`src/rtl/nrzi_toggle_decoder_pkg.sv`:
```
// nrzi_pkg: shared FSM state type and default framing constants
// for the toggle-encoded line receiver.
package nrzi_pkg;

  typedef enum logic {
    HUNT  = 1'b0,
    SHIFT = 1'b1
  } state_t;

  localparam int DEF_DATA_W = 8;
  localparam int DEF_SYNC_W = 8;
  localparam logic [7:0] DEF_SYNC = 8'hD5;
  localparam int DEF_FRAME_WORDS = 4;
  localparam int DEF_STUFF_RUN = 6;

  function automatic int cw(input int n);
    return (n > 1) ? $clog2(n) : 1;
  endfunction

endpackage

```
`src/rtl/nrzi_toggle_decoder_if.sv`:
```
// Line-side and word-side signals of the toggle-line receiver.
// master = sampler/consumer side, slave = decoder side.
interface nrzi_toggle_decoder_if #(
  parameter int DATA_W = 8
);

  logic              line_in;
  logic              sample_en;
  logic [DATA_W-1:0] out_data;
  logic              out_valid;
  logic              out_ready;
  logic              sync_found;
  logic              overrun;
  logic              stuff_err;

  modport master (
    output line_in,
    output sample_en,
    output out_ready,
    input  out_data,
    input  out_valid,
    input  sync_found,
    input  overrun,
    input  stuff_err
  );

  modport slave (
    input  line_in,
    input  sample_en,
    input  out_ready,
    output out_data,
    output out_valid,
    output sync_found,
    output overrun,
    output stuff_err
  );

endinterface

```
`src/rtl/nrzi_toggle_decoder_bit_decode.sv`:
```
// toggle_bit_decode: recovers one bit per sample strobe as
// the XOR of the current and previous line levels.
module toggle_bit_decode (
  input  logic clk,
  input  logic rst,
  input  logic line_in,
  input  logic sample_en,
  output logic dbit,
  output logic dbit_vld
);

  logic line_prev;

  always_ff @(posedge clk or posedge rst) begin
    if (rst) begin
      line_prev <= 1'b0;
    end else if (sample_en) begin
      line_prev <= line_in;
    end
  end

  assign dbit     = sample_en & (line_in ^ line_prev);
  assign dbit_vld = sample_en;

endmodule

```
`src/rtl/nrzi_toggle_decoder.sv`:
```
// Toggle-line receiver: sync hunt, word assembly, holding register.
// Optional destuffing when NRZI_DESTUFF_EN is defined.
module nrzi_toggle_decoder
  import nrzi_pkg::*;
#(
  parameter int DATA_W      = DEF_DATA_W,
  parameter int SYNC_W      = DEF_SYNC_W,
  parameter logic [SYNC_W-1:0] SYNC_PATTERN = SYNC_W'(DEF_SYNC),
  parameter int FRAME_WORDS = DEF_FRAME_WORDS,
  parameter int STUFF_RUN   = DEF_STUFF_RUN
) (
  input logic clk,
  input logic rst,
  nrzi_toggle_decoder_if.slave bus
);

  localparam int BCW = cw(DATA_W);
  localparam int WCW = cw(FRAME_WORDS + 1);

  if (STUFF_RUN < 1) begin : g_bad_run
    $error("STUFF_RUN must be at least 1");
  end

  logic dbit;
  logic dbit_vld;

  toggle_bit_decode u_dec (
    .clk       (clk),
    .rst       (rst),
    .line_in   (bus.line_in),
    .sample_en (bus.sample_en),
    .dbit      (dbit),
    .dbit_vld  (dbit_vld)
  );

  state_t state_q, state_d;
  logic [SYNC_W-1:0] hunt_q, hunt_d, hunt_nx;
  logic [DATA_W-1:0] data_q, data_d, word_nx;
  logic [BCW-1:0] bcnt_q, bcnt_d;
  logic [WCW-1:0] wcnt_q, wcnt_d;
  logic [DATA_W-1:0] odata_q, odata_d;
  logic ovld_q, ovld_d;
  logic sync_q, sync_d;
  logic ovr_q, ovr_d;
  logic word_done;
  logic stuff_hit;

  assign hunt_nx = {dbit, hunt_q[SYNC_W-1:1]};
  assign word_nx = {dbit, data_q[DATA_W-1:1]};

`ifdef NRZI_DESTUFF_EN
  localparam int RCW = cw(STUFF_RUN + 1);
  logic [RCW-1:0] run_q, run_d;
  logic serr_q, serr_d;

  assign stuff_hit = (state_q == SHIFT) &&
                     (run_q == RCW'(STUFF_RUN));

  // run of 1s only counts decoded data bits inside a frame
  always_comb begin
    run_d = run_q;
    if (dbit_vld) begin
      if (state_q == HUNT || stuff_hit || !dbit) begin
        run_d = '0;
      end else begin
        run_d = run_q + RCW'(1);
      end
    end
  end

  always_ff @(posedge clk or posedge rst) begin
    if (rst) begin
      run_q  <= '0;
      serr_q <= 1'b0;
    end else begin
      run_q  <= run_d;
      serr_q <= serr_d;
    end
  end

  assign bus.stuff_err = serr_q;
`else
  assign stuff_hit     = 1'b0;
  assign bus.stuff_err = 1'b0;
`endif

  always_comb begin
    state_d   = state_q;
    hunt_d    = hunt_q;
    data_d    = data_q;
    bcnt_d    = bcnt_q;
    wcnt_d    = wcnt_q;
    sync_d    = 1'b0;
    word_done = 1'b0;
`ifdef NRZI_DESTUFF_EN
    serr_d    = 1'b0;
`endif
    if (dbit_vld) begin
      unique case (state_q)
        HUNT: begin
          hunt_d = hunt_nx;
          if (hunt_nx == SYNC_PATTERN) begin
            state_d = SHIFT;
            sync_d  = 1'b1;
            bcnt_d  = '0;
            wcnt_d  = '0;
          end
        end
        SHIFT: begin
          if (stuff_hit) begin
            // stuff bit is dropped; a 1 here means the line is broken
            if (dbit) begin
`ifdef NRZI_DESTUFF_EN
              serr_d  = 1'b1;
`endif
              state_d = HUNT;
              hunt_d  = '0;
              data_d  = '0;
              bcnt_d  = '0;
            end
          end else begin
            data_d = word_nx;
            bcnt_d = bcnt_q + BCW'(1);
            if (bcnt_q == BCW'(DATA_W - 1)) begin
              word_done = 1'b1;
              bcnt_d    = '0;
              wcnt_d    = wcnt_q + WCW'(1);
              if (wcnt_q == WCW'(FRAME_WORDS - 1)) begin
                state_d = HUNT;
                hunt_d  = '0;
              end
            end
          end
        end
        default: state_d = HUNT;
      endcase
    end
  end

  // single-entry holding register; a same-cycle handshake frees it
  always_comb begin
    odata_d = odata_q;
    ovld_d  = ovld_q;
    ovr_d   = 1'b0;
    if (word_done) begin
      if (!ovld_q || bus.out_ready) begin
        odata_d = word_nx;
        ovld_d  = 1'b1;
      end else begin
        ovr_d = 1'b1;
      end
    end else if (ovld_q && bus.out_ready) begin
      ovld_d = 1'b0;
    end
  end

  always_ff @(posedge clk or posedge rst) begin
    if (rst) begin
      state_q <= HUNT;
      hunt_q  <= '0;
      data_q  <= '0;
      bcnt_q  <= '0;
      wcnt_q  <= '0;
      odata_q <= '0;
      ovld_q  <= 1'b0;
      sync_q  <= 1'b0;
      ovr_q   <= 1'b0;
    end else begin
      state_q <= state_d;
      hunt_q  <= hunt_d;
      data_q  <= data_d;
      bcnt_q  <= bcnt_d;
      wcnt_q  <= wcnt_d;
      odata_q <= odata_d;
      ovld_q  <= ovld_d;
      sync_q  <= sync_d;
      ovr_q   <= ovr_d;
    end
  end

  assign bus.out_data   = odata_q;
  assign bus.out_valid  = ovld_q;
  assign bus.sync_found = sync_q;
  assign bus.overrun    = ovr_q;

endmodule

```
`src/flat_wrapper.sv`:
```
// flat-port wrapper written by rule: the top's interface ports become plain ports
module nrzi_toggle_decoder_flat import nrzi_pkg::*;
#(
  parameter int DATA_W      = DEF_DATA_W,
  parameter int SYNC_W      = DEF_SYNC_W,
  parameter logic [SYNC_W-1:0] SYNC_PATTERN = SYNC_W'(DEF_SYNC),
  parameter int FRAME_WORDS = DEF_FRAME_WORDS,
  parameter int STUFF_RUN   = DEF_STUFF_RUN
)
  (clk, rst, bus_line_in, bus_sample_en, bus_out_ready, bus_out_data, bus_out_valid, bus_sync_found, bus_overrun, bus_stuff_err);
  nrzi_toggle_decoder_if #(.DATA_W(DATA_W)) bus_i ();
  input logic clk;
  input logic rst;
  input wire logic [$bits(bus_i.line_in)-1:0] bus_line_in;
  input wire logic [$bits(bus_i.sample_en)-1:0] bus_sample_en;
  input wire logic [$bits(bus_i.out_ready)-1:0] bus_out_ready;
  output wire logic [$bits(bus_i.out_data)-1:0] bus_out_data;
  output wire logic [$bits(bus_i.out_valid)-1:0] bus_out_valid;
  output wire logic [$bits(bus_i.sync_found)-1:0] bus_sync_found;
  output wire logic [$bits(bus_i.overrun)-1:0] bus_overrun;
  output wire logic [$bits(bus_i.stuff_err)-1:0] bus_stuff_err;
  assign bus_i.line_in = bus_line_in;
  assign bus_i.sample_en = bus_sample_en;
  assign bus_i.out_ready = bus_out_ready;
  assign bus_out_data = bus_i.out_data;
  assign bus_out_valid = bus_i.out_valid;
  assign bus_sync_found = bus_i.sync_found;
  assign bus_overrun = bus_i.overrun;
  assign bus_stuff_err = bus_i.stuff_err;
  nrzi_toggle_decoder #(.DATA_W(DATA_W), .SYNC_W(SYNC_W), .SYNC_PATTERN(SYNC_PATTERN), .FRAME_WORDS(FRAME_WORDS), .STUFF_RUN(STUFF_RUN)) u_core (.clk(clk), .rst(rst), .bus(bus_i));
endmodule
```
`config.mk`:
```
export PLATFORM = sky130hd
export DESIGN_NAME = nrzi_toggle_decoder_flat
export DESIGN_NICKNAME = d
export VERILOG_FILES = /design/src/rtl/nrzi_toggle_decoder_pkg.sv /design/src/rtl/nrzi_toggle_decoder_if.sv /design/src/rtl/nrzi_toggle_decoder_bit_decode.sv /design/src/rtl/nrzi_toggle_decoder.sv /design/src/flat_wrapper.sv
export SDC_FILE = /design/constraint.sdc
export NUM_CORES = 1
export LEC_CHECK = 0
export BUFFER_PORTS_ARGS = -buffer_cell sky130_fd_sc_hd__buf_4
export CAP_MARGIN = 10
export CELL_PAD_IN_SITES_DETAIL_PLACEMENT = 2
export CELL_PAD_IN_SITES_GLOBAL_PLACEMENT = 2
export CORE_ASPECT_RATIO = 0.75
export CORE_UTILIZATION = 40
export CTS_BUF_LIST = sky130_fd_sc_hd__clkbuf_8
export DETAILED_ROUTE_END_ITERATION = 16
export GPL_ROUTABILITY_DRIVEN = 0
export PLACE_DENSITY = 0.92
export SYNTH_ARGS = -nofsm -noshare
export SYNTH_HDL_FRONTEND = slang
export SYNTH_SLANG_ARGS = --single-unit
export TNS_END_PERCENT = 50
```
`constraint.sdc`:
```
create_clock -name clk -period 2.2 [get_ports clk]
set_input_delay 0.33 -clock clk [delete_from_list [all_inputs] [get_ports clk]]
set_output_delay 0.33 -clock clk [all_outputs]
set_load 0.02 [all_outputs]
```
==> After elaboration in Yosys (flattened, before gate mapping) <==
Cells that the tools add are included.
{ "totals": {"ff_bits": 35} }
{ "op_classes": {"add_sub_neg": 2, "eq_ne": 7, "n_mux": 22, "n_bitwise": 3, "reduce_logical": 10} }
{ "ops": {"columns": ["operator", "n"], "rows": [
  ["$mux 8", 2],
  ["$pmux 8 s2", 1],
  ["$mux 1", 13],
  ["$pmux 3 s2", 2],
  ["$mux 3", 3],
  ["$eq 8x8->1 const B", 1],
  ["$reduce_and 2->1", 4],
  ["$add 3x1->3 const B", 2],
  ["$ne 2x2->1 const B", 3],
  ["$reduce_and 3->1", 2],
  ["$eq 3x2->1 const B", 1],
  ["$eq 3x3->1 const B", 1],
  ["$ne 2x1->1 const B", 1],
  ["$pmux 1 s2", 1],
  ["$reduce_bool 2->1", 1],
  ["$and 1x1->1", 1],
  ["$logic_and 1x1->1", 1],
  ["$logic_not 1->1", 1],
  ["$logic_or 1x1->1", 1],
  ["$not 1->1", 1],
  ["$xor 1x1->1", 1]
]} }

==> Longest topological paths before layout <==
{ "depth": {"depth_word": 6, "depth_mapped": 6, "ltp_nobuf": 5} }

==> Hierarchy <==
From an unflattened synthesis, not the netlist that was laid out.
{ "hier_totals": {"hier_cells": 117, "area_unflattened_um2": 1515.2} }
{ "modules_own_cells": {"columns": ["mod", "n_inst", "cells_per_inst", "area_each_um2"], "rows": [
  ["nrzi_toggle_decoder", 1, 111, 1452.6],
  ["toggle_bit_decode", 1, 6, 62.6]
]} }

==> Least setup slack after synthesis <==
Ideal clock, no wire load.
{ "synth_timing": {"kind": "flip-flop to flip-flop", "start": "register u_core.bcnt_q[0]", "end": "register u_core.odata_q[0] (netlist: u_core.bus.out_data[0])", "setup_time_ns": 0.125, "t_arrival_ns": 1.508, "t_required_ns": 2.075, "setup_slack_ns": 0.567, "path_stages_with_launch": 7, "path_cell_list": "dfrtp_1 > ha_1 > ha_1 > nand3_1 > nor2b_1 > buf_4 > mux2_2"} }
{ "synth_via": {"elab_chain_len": 5} }
{ "synth_lines": {"columns": ["element", "line_no", "source"], "rows": [
  ["from (decl)", "nrzi_toggle_decoder.sv:39", "logic [BCW-1:0] bcnt_q, bcnt_d;"],
  ["from (signal assigned)", "nrzi_toggle_decoder.sv:172", "bcnt_q <= bcnt_d;"],
  ["$eq 3x3->1", "nrzi_toggle_decoder.sv:124", "if (bcnt_q == BCW'(DATA_W - 1)) begin"],
  ["$mux 1", "nrzi_toggle_decoder.sv:124", null],
  ["$mux 1", "nrzi_toggle_decoder.sv:99", "unique case (state_q)"],
  ["$mux 1", "nrzi_toggle_decoder.sv:98", "if (dbit_vld) begin"],
  ["$reduce_and 2->1 (no source line)", null, null],
  ["to (signal assigned)", "nrzi_toggle_decoder.sv:174", "odata_q <= odata_d;"],
  ["to (decl)", "nrzi_toggle_decoder.sv:41", "logic [DATA_W-1:0] odata_q, odata_d;"]
]} }
Every way passes these cells.
A chain may end at the register's enable or synchronous reset.

==> Worst setup path in the final report <==
{ "layout_timing": {"start": "register u_core.bcnt_q[0]", "end": "register u_core.odata_q[1] (netlist: u_core.bus.out_data[1])"} }
The elaborated chain is that of the path after synthesis.

==> run summary <==
outcome: finished, final reports clean
vias in the first global route: 998
site row count: 18
IO Port Bufs: 15
Total Wirelength: 3050 um
# fillers: 327
setup TNS: 0 ns
max cap viols: 0
Syn Nets: 122
startpoint types: flop
Area Overhead vs Synth: 17.1%
CTS Buffer Depth: 2
Via density: 5.26
RSZ-0062 raised after global routing: no
#FFs+latches synth: 33
CTS tree: built
Min Hold Slack: 0.148 ns
post-synthesis xor/xnor area fraction: 0.636%
fin. max-slew vios: 0
DRC viols: 0
Synth Cell Area: 1380 um^2
share of layout cells above drive strength 1: 28.8%
Slew @ Worst Pin: 0.508 ns
CTS Hold Bufs: 0
clk sinks: 33
post-DP HPWL: 2210 um
leakage: 0.819 nW
power per cell area: 952 nW/um^2
Max rail drop VDD: 0.000386 V
largest family of logic cells by synthesized area: simple AND/OR/NAND/NOR gates
DIE HEIGHT: 52.8 um
CP Data Arrival Time: 2.14 ns
Setup WS pre-CTS: 0.247 ns
router iterations before antenna repair: 2
Tcrit/Tclk final: 90.0%
Setup crit end kind: flop
Synth Flop Type: dfrtp_1
initial cell density of the core: 41.9%
Slew HR: 66.1%
Total GRT Usage: 18.9%
Post-Synth Adder-Cell Area: 3.64%
Worst Path Max Fanout: 9
Syn Area/Cell: 12.2 um^2
global-route wire length before repair: 5010 um
Hold Path Class: in2async
Post-synth EDFFs: 0
Gate Count Post-Synth: 113
initial antenna violation count: 0
via count: 904
final net count: 141
Seq/Total Area, Yosys: 60.0%
total grt overflow: 0
wire length per cell: 17.7 um
ys async rst share: 100%
critical path type: reg2reg
I/O pin count: 17
DIE AREA: 3680 um^2
fin crit period: 1.98 ns
CTS H-Tree Depth: 2
die width: 69.7 um
count of cell types in the netlist: 27
FMAX: 505 MHz
mux contribution to synthesized area: 12.3%
Detail Route Antenna Nets: 0
pin count of the biggest net entering global routing: 34
Final Hold Fails: 0
Worst-path clk slew: 0.06 ns
core area: 3290 um^2
Synth warnings: 0
DRT iter0 DRCs: 16
final worst slack: 0.221 ns
CP Data Required Time: 2.36 ns
fin util: 49.0%
Num CTS Buffers: 5
Post-Synth Simple-Gate Area: 15.5%
post-cts sizing count: 0
clk_lat worst skew: 0.28 ns
postcts setup bufs: 0
Clock Skews: 0.00453 ns
ANT cells: 0
Setup-failing EPs final: 0
Synth Area in Compound Gates: 4.55%
Root Buffer Master: clkbuf_8
## area by class of cell
type | instances | area (um^2) | share of cell area (%)
Sequential cell | 33 | 826 | 51.2
Multi-Input combinational cell | 71 | 507 | 31.4
Timing Repair Buffer | 17 | 128 | 7.92
Clock buffer | 6 | 82.6 | 5.12
Tap cell | 40 | 50.0 | 3.11
Inverter | 4 | 15.0 | 0.932
Clock inverter | 1 | 3.75 | 0.233
## Yosys cell counts (3+ instances only)
| cell | instances | area share [%] |
|---|---|---|
| a31o_1 | 3 | 1.9 |
| dfrtp_1 | 33 | 60 |
| ha_1 | 4 | 3.6 |
| inv_1 | 3 | 0.82 |
| mux2_2 | 13 | 11 |
| nand2_1 | 18 | 4.9 |
| nand2b_1 | 3 | 1.4 |
| nand3_1 | 9 | 3.3 |
| o22ai_1 | 3 | 1.4 |
## placed cells by master, fill, tap and decap left out
cell type	instances
dfrtp_1	33
nand2_1	18
buf_4	17
mux2_2	13
nand3_1	9
clkbuf_8	6
inv_1	4
ha_1	4
nand2b_1	3
o22ai_1	3
a31o_1	3
o21ai_0	2
nor2b_1	2
mux2_1	2
nor2_1	2
nand4bb_1	1
nand3b_1	1
xnor2_1	1
nor4_2	1
clkinv_1	1
or4_4	1
and3_1	1
nor3_1	1
nor3b_1	1
a21o_1	1
conb_1	1
## state kept, by name, summed over array words and instances (netlist names)
| register | count |
|---|---|
| u_core.data_q | 7 |
| u_core.bus.overrun | 1 |
| u_core.bus.out_data | 8 |
| u_core.state_q | 1 |
| u_core.wcnt_q | 3 |
| u_core.bcnt_q | 3 |
| u_core.hunt_q | 7 |
| u_core.bus.sync_found | 1 |
| u_core.u_dec.line_prev | 1 |
| u_core.bus.out_valid | 1 |
## report_power, final
group	leakage (nW)	switching (mW)	total (mW)	internal, mW
Combinational	0.333	0.125	0.261	0.135
Sequential	0.438	0.0985	0.831	0.733
Clock	0.0485	0.198	0.441	0.243
## final timing paths
check / startpoint / endpoint / slack, ns / cells past startpoint
setup / recovery: u_core.bcnt_q[0]$_DFFE_PP0P_ / u_core.bus.out_data[1]$_DFFE_PP0P_ / 0.22 / 6
hold / removal: rst / u_core.data_q[6]$_DFFE_PP0P_ / 0.15 / 3
setup reg to reg: u_core.bcnt_q[0]$_DFFE_PP0P_ / u_core.bus.out_data[1]$_DFFE_PP0P_ / 0.22 / 6
hold reg to reg: u_core.bus.out_data[2]$_DFFE_PP0P_ / u_core.bus.out_data[2]$_DFFE_PP0P_ / 0.51 / 1
max in group asynchronous: rst / u_core.bus.overrun$_DFF_PP0_ / 1.76 / 3
min in group clk: bus_line_in / u_core.u_dec.line_prev$_DFFE_PP0P_ / 0.30 / 2
## cell families (layout without fill, tap and decap cells)
family,Yosys count,after routing
adders and majority gates,4,4
and+or+nand+nor,41,41
xor gates and xnor gates,1,1
other,1,1
AOI/OAI and AO/OA,9,9
DFF,33,33
muxes,15,15
buffers and inverters,9,28
## critical path: stages, from the launching register on
cell and delay, ns:
dfrtp_1 0.39, ha_1 0.19, ha_1 0.22, nand3_1 0.29, nor2b_1 0.22, buf_4 0.20, mux2_2 0.35
## layer usage
layer | track usage (%) | vias up | wire length [um]
met5 | 0 | - | 0
met4 | 9.00 | 0 | 34
met3 | 5.19 | 5 | 92
met2 | 33.7 | 14 | 1560
met1 | 21.7 | 464 | 1370
li1 | - | 421 | -
## per-stage QoR
step	instance area [um^2]	power (mW)	cells
floorplan	1380	0.987	113
global placement	1530	1.05	165
detailed placement	1530	1.10	165
CTS	1610	1.55	172
global route	1610	1.62	172
finish	1610	1.53	172
Power figures use the tool's default switching activity.
